File: config.mk
export PLATFORM = sky130hd
export DESIGN_NAME = mem_port_arbiter
export DESIGN_NICKNAME = d
export VERILOG_FILES = /design/src/rtl/mem_port_arbiter_pkg.sv /design/src/rtl/mem_arb_select.sv /design/src/rtl/mem_port_arbiter.sv
export SDC_FILE = /design/constraint.sdc
export NUM_CORES = 1
export LEC_CHECK = 0
export CAP_MARGIN = 5
export CORE_AREA = 3 3 106 108
export CTS_BUF_LIST = sky130_fd_sc_hd__clkbuf_16
export CTS_CLUSTER_DIAMETER = 150
export DETAILED_ROUTE_END_ITERATION = 8
export DIE_AREA = 0 0 109 111
export DONT_BUFFER_PORTS = 1
export GPL_TIMING_DRIVEN = 0
export PLACE_DENSITY = 0.72
export SYNTH_ARGS = -nofsm -noshare
export SYNTH_HDL_FRONTEND = slang
export SYNTH_SLANG_ARGS = --single-unit
File: constraint.sdc
create_clock -name iCLK -period 2.1 [get_ports iCLK]
set_input_delay 0.42 -clock iCLK [delete_from_list [all_inputs] [get_ports iCLK]]
set_output_delay 0.42 -clock iCLK [all_outputs]
set_load 0.1 [all_outputs]
File: src/rtl/mem_port_arbiter_pkg.sv
// Shared definitions for the unified code/data memory port arbiter.
package mem_port_arbiter_pkg;

    // FSM state encoding, also exported on the mArbState monitor port
    typedef enum logic [1:0] {
        IDLE  = 2'd0,
        ISSUE = 2'd1,
        WAIT  = 2'd2,
        ACK   = 2'd3
    } arbState_t;

    // Grant encoding: which requester owns the current access
    localparam logic GNT_I = 1'b0;
    localparam logic GNT_D = 1'b1;

    // Instruction fetches always read the full word
    localparam logic [3:0] BE_ALL = 4'b1111;

endpackage

File: src/rtl/mem_arb_select.sv
// Priority decision between fetch and data requesters with a starvation guard.
// Data normally wins; after STARVE_LIMIT consecutive data grants taken while a
// fetch was waiting, the fetch is granted once.
module mem_arb_select
    import mem_port_arbiter_pkg::*;
#(
    parameter int unsigned STARVE_LIMIT = 4
) (
    input  logic iCLK,
    input  logic iRST,
    input  logic iIReq,
    input  logic iDReq,
    input  logic iGrantStrobe,
    output logic oGrant
);

    logic [3:0] starveCount;

    // Combinational priority: fetch wins only when data is idle or fetch is starved
    always_comb begin
        oGrant = GNT_D;
        if (iIReq && (!iDReq || (starveCount == 4'(STARVE_LIMIT)))) begin
            oGrant = GNT_I;
        end
    end

    // Count data grants taken over a waiting fetch; any other grant clears it
    always_ff @(posedge iCLK) begin
        if (iRST) begin
            starveCount <= '0;
        end else if (iGrantStrobe) begin
            if ((oGrant == GNT_D) && iIReq) begin
                starveCount <= starveCount + 4'd1;
            end else begin
                starveCount <= '0;
            end
        end
    end

endmodule

File: src/rtl/mem_port_arbiter.sv
// Shares one single-port memory between the instruction-fetch and data
// requesters. Each access runs grant -> issue -> wait latency -> ack.
module mem_port_arbiter
    import mem_port_arbiter_pkg::*;
#(
    parameter int unsigned MEM_LATENCY  = 1,
    parameter int unsigned STARVE_LIMIT = 4
) (
    input  logic        iCLK,
    input  logic        iRST,
    input  logic        iIReq,
    input  logic [31:0] iIAddress,
    output logic [31:0] oIReadData,
    output logic        oIAck,
    input  logic        iDReq,
    input  logic        iDWrite,
    input  logic [3:0]  iDByteEnable,
    input  logic [31:0] iDAddress,
    input  logic [31:0] iDWriteData,
    output logic [31:0] oDReadData,
    output logic        oDAck,
    output logic        oMReadEnable,
    output logic        oMWriteEnable,
    output logic [3:0]  oMByteEnable,
    output logic [31:0] oMAddress,
    output logic [31:0] oMWriteData,
    input  logic [31:0] iMReadData,
    output logic [1:0]  mArbState
);

    arbState_t  state;
    logic       grantQ;
    logic       accWrite;
    logic [2:0] latCount;
    logic       grantNow;
    logic       grantStrobe;

    // A grant is taken only from IDLE; requests in other states wait
    assign grantStrobe = (state == IDLE) && (iIReq || iDReq);
    assign mArbState   = state;

    mem_arb_select #(
        .STARVE_LIMIT(STARVE_LIMIT)
    ) uSelect (
        .iCLK        (iCLK),
        .iRST        (iRST),
        .iIReq       (iIReq),
        .iDReq       (iDReq),
        .iGrantStrobe(grantStrobe),
        .oGrant      (grantNow)
    );

    // Access sequencer with registered memory strobes, read data and acks
    always_ff @(posedge iCLK) begin
        if (iRST) begin
            state         <= IDLE;
            grantQ        <= GNT_I;
            accWrite      <= 1'b0;
            latCount      <= '0;
            oIReadData    <= '0;
            oIAck         <= 1'b0;
            oDReadData    <= '0;
            oDAck         <= 1'b0;
            oMReadEnable  <= 1'b0;
            oMWriteEnable <= 1'b0;
            oMByteEnable  <= '0;
            oMAddress     <= '0;
            oMWriteData   <= '0;
        end else begin
            oIAck <= 1'b0;
            oDAck <= 1'b0;
            case (state)
                IDLE: begin
                    if (grantStrobe) begin
                        grantQ <= grantNow;
                        if (grantNow == GNT_I) begin
                            oMAddress     <= iIAddress;
                            oMByteEnable  <= BE_ALL;
                            oMWriteData   <= '0;
                            accWrite      <= 1'b0;
                            oMReadEnable  <= 1'b1;
                            oMWriteEnable <= 1'b0;
                        end else begin
                            oMAddress     <= iDAddress;
                            oMByteEnable  <= iDByteEnable;
                            oMWriteData   <= iDWriteData;
                            accWrite      <= iDWrite;
                            oMReadEnable  <= !iDWrite;
                            oMWriteEnable <= iDWrite;
                        end
                        state <= ISSUE;
                    end
                end
                ISSUE: begin
                    oMReadEnable  <= 1'b0;
                    oMWriteEnable <= 1'b0;
                    latCount      <= 3'(MEM_LATENCY - 1);
                    state         <= WAIT;
                end
                WAIT: begin
                    if (latCount == '0) begin
                        if (grantQ == GNT_I) begin
                            oIReadData <= iMReadData;
                            oIAck      <= 1'b1;
                        end else begin
                            if (!accWrite) begin
                                oDReadData <= iMReadData;
                            end
                            oDAck <= 1'b1;
                        end
                        state <= ACK;
                    end else begin
                        latCount <= latCount - 3'd1;
                    end
                end
                ACK: begin
                    state <= IDLE;
                end
                default: begin
                    state <= IDLE;
                end
            endcase
        end
    end

endmodule

==> results by group, run 1 <==
Outcome
  • Outcome: finished, final reports clean

Placement
  • Place WS: -0.2092 ns
  • Placer Congestion: 0.8562
  • DPL Wire Length: 12550 um
  • I/O Buffers: 0
  • DP Cell Count: 845

Synth
  • Synth top cells by count: nand2_1 (163), dfxtp_1 (147), a21oi_1 (102)
  • Yosys warnings: 0
  • Seq/Total Area, Yosys: 0.5083
  • Cells after Synth: 709
  • Synth unique cells: 41
  • EDFF count, synth: 0
  • Synth Register Bits: 147
  • Top cell type's share of synthesized area: 0.5083
  • Area leader, netlist: dfxtp_1
  • Asr flop ratio synth: 0
  • Synthesized area: 5789 um2
  • Syn avg cell area: 8.165 um2
  • Synth area leaders: dfxtp_1 (51%), nand2_1 (11%), a21oi_1 (8.8%)
  • Most frequent cell after synthesis: nand2_1
  • Synth Flop Type: dfxtp_1
  • Syn Nets: 853

Power and ir drop
  • Switch Pwr: 6.459 mW
  • Clk pwr share: 0.238
  • PwrDens: 1863 nW/um2
  • Switch share: 0.5300
  • Internal power: 5.728 mW
  • VDD IR max: 0.9771 mV
  • Sequential share of power: 0.611
  • Final Power: 12.19 mW
  • Leakage: 2.345 nW
  • Combinational power share: 0.152

Die
  • Top Ports: 275
  • Initial core utilization: 0.5608
  • Die ar.: 12100 um2
  • Core area: 10320 um2
  • Die span in y: 111 um
  • Die Span X: 109 um
  • Rows: 37

Detailed routing
  • Drt via density: 6.057
  • 1st-iter DRT viols: 444
  • Wirelength, routed: 16880 um
  • Vias: 5312
  • Pre-antenna DRT Iters: 5
  • WL per Instance: 19.25 um
  • Final ANT Viol Nets: 0
  • Drc violations: 0

Critical path
  • R2r setup slk: 0.17 ns
  • Critical Path Stages: 7
  • Start point of the critical path: mArbState[0]$_SDFFE_PP0P_
  • Delay-heaviest family, CP: buffers and inverters
  • R2r startpoint: mArbState[0]$_SDFFE_PP0P_
  • CP max stage cell: dfxtp_4
  • Worst r2r path cells: 7
  • CP endpoint kind: flop
  • R2r endpoint: oDReadData[15]$_SDFFE_PP0P_
  • Crit path to: oDReadData[15]$_SDFFE_PP0P_
  • Number of buffers and inverters on the critical path: 3
  • CP Cell Sequence: inv_1 -> ha_1 -> buf_2 -> nand4b_1 -> clkbuf_2 -> nand2_1 -> a21oi_1
  • CP required: 2.43 ns
  • Crit path arrival time: 2.26 ns
  • WS Path Type: reg2reg
  • Startpoint class of the critical path: flop
  • Max Fanout on Critical Path: 10
  • Critical Path Max Stage Delay: 0.55 ns

Layout
  • Fillers: 928
  • Inserted Diodes: 0
  • Share of cells above drive strength 1: 0.1134
  • Nets: 872
  • Post-Layout Cell Count: 877
  • Fin util: 0.6336
  • Synth-to-Final Area Change: 12.99%

Clock tree
  • Clock root buffer: clkbuf_16
  • CTS sink count: 147
  • Postcts setup bufs: 0
  • CTS tree: done
  • Reg clk slew, reported paths: 0.06 ns
  • Max clock buf depth: 2
  • Clk Latency, worst-skew pair: 0.41 ns
  • H-tree levels: 4
  • Num CTS Buffers: 17

Timing
  • Setup Skew: 0.01211 ns
  • Final setup fails: 0
  • Fmax: 0.5180 GHz
  • TNS Setup: 0 ns
  • Measured slew at the worst slew-check pin: 1.057 ns
  • Final max-slew violation count: 0
  • Post-route minimum period: 1.931 ns
  • Rel. slew slack: 0.2942
  • Hold Vio Cnt, Final: 0
  • Period utilization: 0.9193
  • RSZ-0062 raised after global routing: false
  • Setup ws final: 0.1695 ns

Global route
  • Global-route wire length before repair: 26050 um
  • Met3 GRT Util: 0.1072
  • Antenna violations before repair: 0
  • Global route overflow: 0
  • Met2 usage: 0.4513
  • Most Crowded Layer GR: met2
  • Tot GR Track Use: 0.2694
  • Largest net degree at the start of global routing: 17
  • GR met1 Demand/Resource: 0.3090
  • Vias in the first global route: 5096

Min path
  • Worst min path class: in2reg

Job
  • Max-Cap Viols: 0
==> worst min path at each step <==
stage                             startpoint                           to  slack (ns)  depth (start not counted)
finish                         iMReadData[7]   oDReadData[7]$_SDFFE_PP0P_        0.14                          2
global route                  iMReadData[12]  oDReadData[12]$_SDFFE_PP0P_        0.13                          2
global placement    latCount[2]$_SDFFE_PP0P_     latCount[2]$_SDFFE_PP0P_        0.46                          2
floorplan              accWrite$_SDFFE_PP0P_        accWrite$_SDFFE_PP0P_        0.44                          2
CTS                           iMReadData[12]  oDReadData[12]$_SDFFE_PP0P_        0.13                          2
detailed placement     accWrite$_SDFFE_PP0P_        accWrite$_SDFFE_PP0P_        0.47                          2
==> cell usage in the layout (no fill, tap or decap), types with 5 or more instances in the layout <==
cell / n
a31oi_1: 33
ha_1: 7
nand2_1: 163
clkbuf_1: 24
a21oi_1: 102
o21ai_0: 68
buf_4: 7
nand2b_1: 5
nand3_1: 36
clkbuf_16: 17
clkbuf_2: 5
inv_1: 9
nand4_1: 33
buf_2: 31
nor3_1: 5
dfxtp_1: 145
==> state kept, by name, summed over array words and instances (netlist names), 2 cells and up <==
| name | flops |
|---|---|
| mArbState | 2 |
| oMByteEnable | 4 |
| oDReadData | 32 |
| uSelect.starveCount | 4 |
| oMAddress | 32 |
| latCount | 3 |
| oMWriteData | 32 |
| oIReadData | 32 |
==> cell families after synthesis <==
logic type | after synthesis | share of synthesized area
compound gates | 215 | 0.2038
xor+xnor | 2 | 0.003026
fa+ha+maj | 7 | 0.01513
buf+inv | 76 | 0.06159
flops | 147 | 0.5083
mux | 1 | 0.001729
simple gates | 261 | 0.2064
==> metrics by stage <==
stage               hold slack (ns)  area [um2]
floorplan                    0.4400        5792
detailed placement           0.4731        5962
finish                       0.1422        6541
CTS                          0.1252        6533
global placement             0.4642        5962
global route                 0.1258        6541
==> power by group through the flow <==
stage / clock network, mW / registers (mW) / logic [mW]
after detailed placement: 0 / 7.48 / 1.84
after floorplan: 0 / 7.31 / 1.43
final: 2.90 / 7.44 / 1.85
after global placement: 0 / 7.46 / 1.75
after global routing: 3.06 / 7.50 / 2.10
after CTS: 2.92 / 7.44 / 1.84
==> timing repair <==
item                       CTS  global route
setup endpoints to repair   59            79
hold buffers                 0             0
gates resized for setup      2            12
hold endpoints to repair     0             0
==> per-layer routing <==
layer / up-vias / part of all wire
met5: - / 0
met4: 0 / 0.024
met3: 40 / 0.11
met2: 293 / 0.49
met1: 2461 / 0.37
li1: 2518 / -
==> cell type report <==
cell class | count | area [um2] | share of cell area
plain buffers | 68 | 334.1 | 0.05107
clock buffers | 17 | 425.4 | 0.06503
clock inverters | 15 | 141.4 | 0.02161
inverters | 8 | 30.03 | 0.004591
multi-input cells | 486 | 2490 | 0.3806
flip-flops and latches | 147 | 2950 | 0.4510
well taps | 136 | 170.2 | 0.02601
Power figures use the tool's default switching activity.
==> run 2, diff against run 1 <==
--- a/config.mk
+++ b/config.mk
@@ -12,6 +12,7 @@
 export DETAILED_ROUTE_END_ITERATION = 8
 export DIE_AREA = 0 0 109 111
 export DONT_BUFFER_PORTS = 1
+export GPL_ROUTABILITY_DRIVEN = 0
 export GPL_TIMING_DRIVEN = 0
 export PLACE_DENSITY = 0.72
 export SYNTH_ARGS = -nofsm -noshare
==> results of run 2 <==
Same layout as run 1: the final DEF is identical, and so are final timing and power.
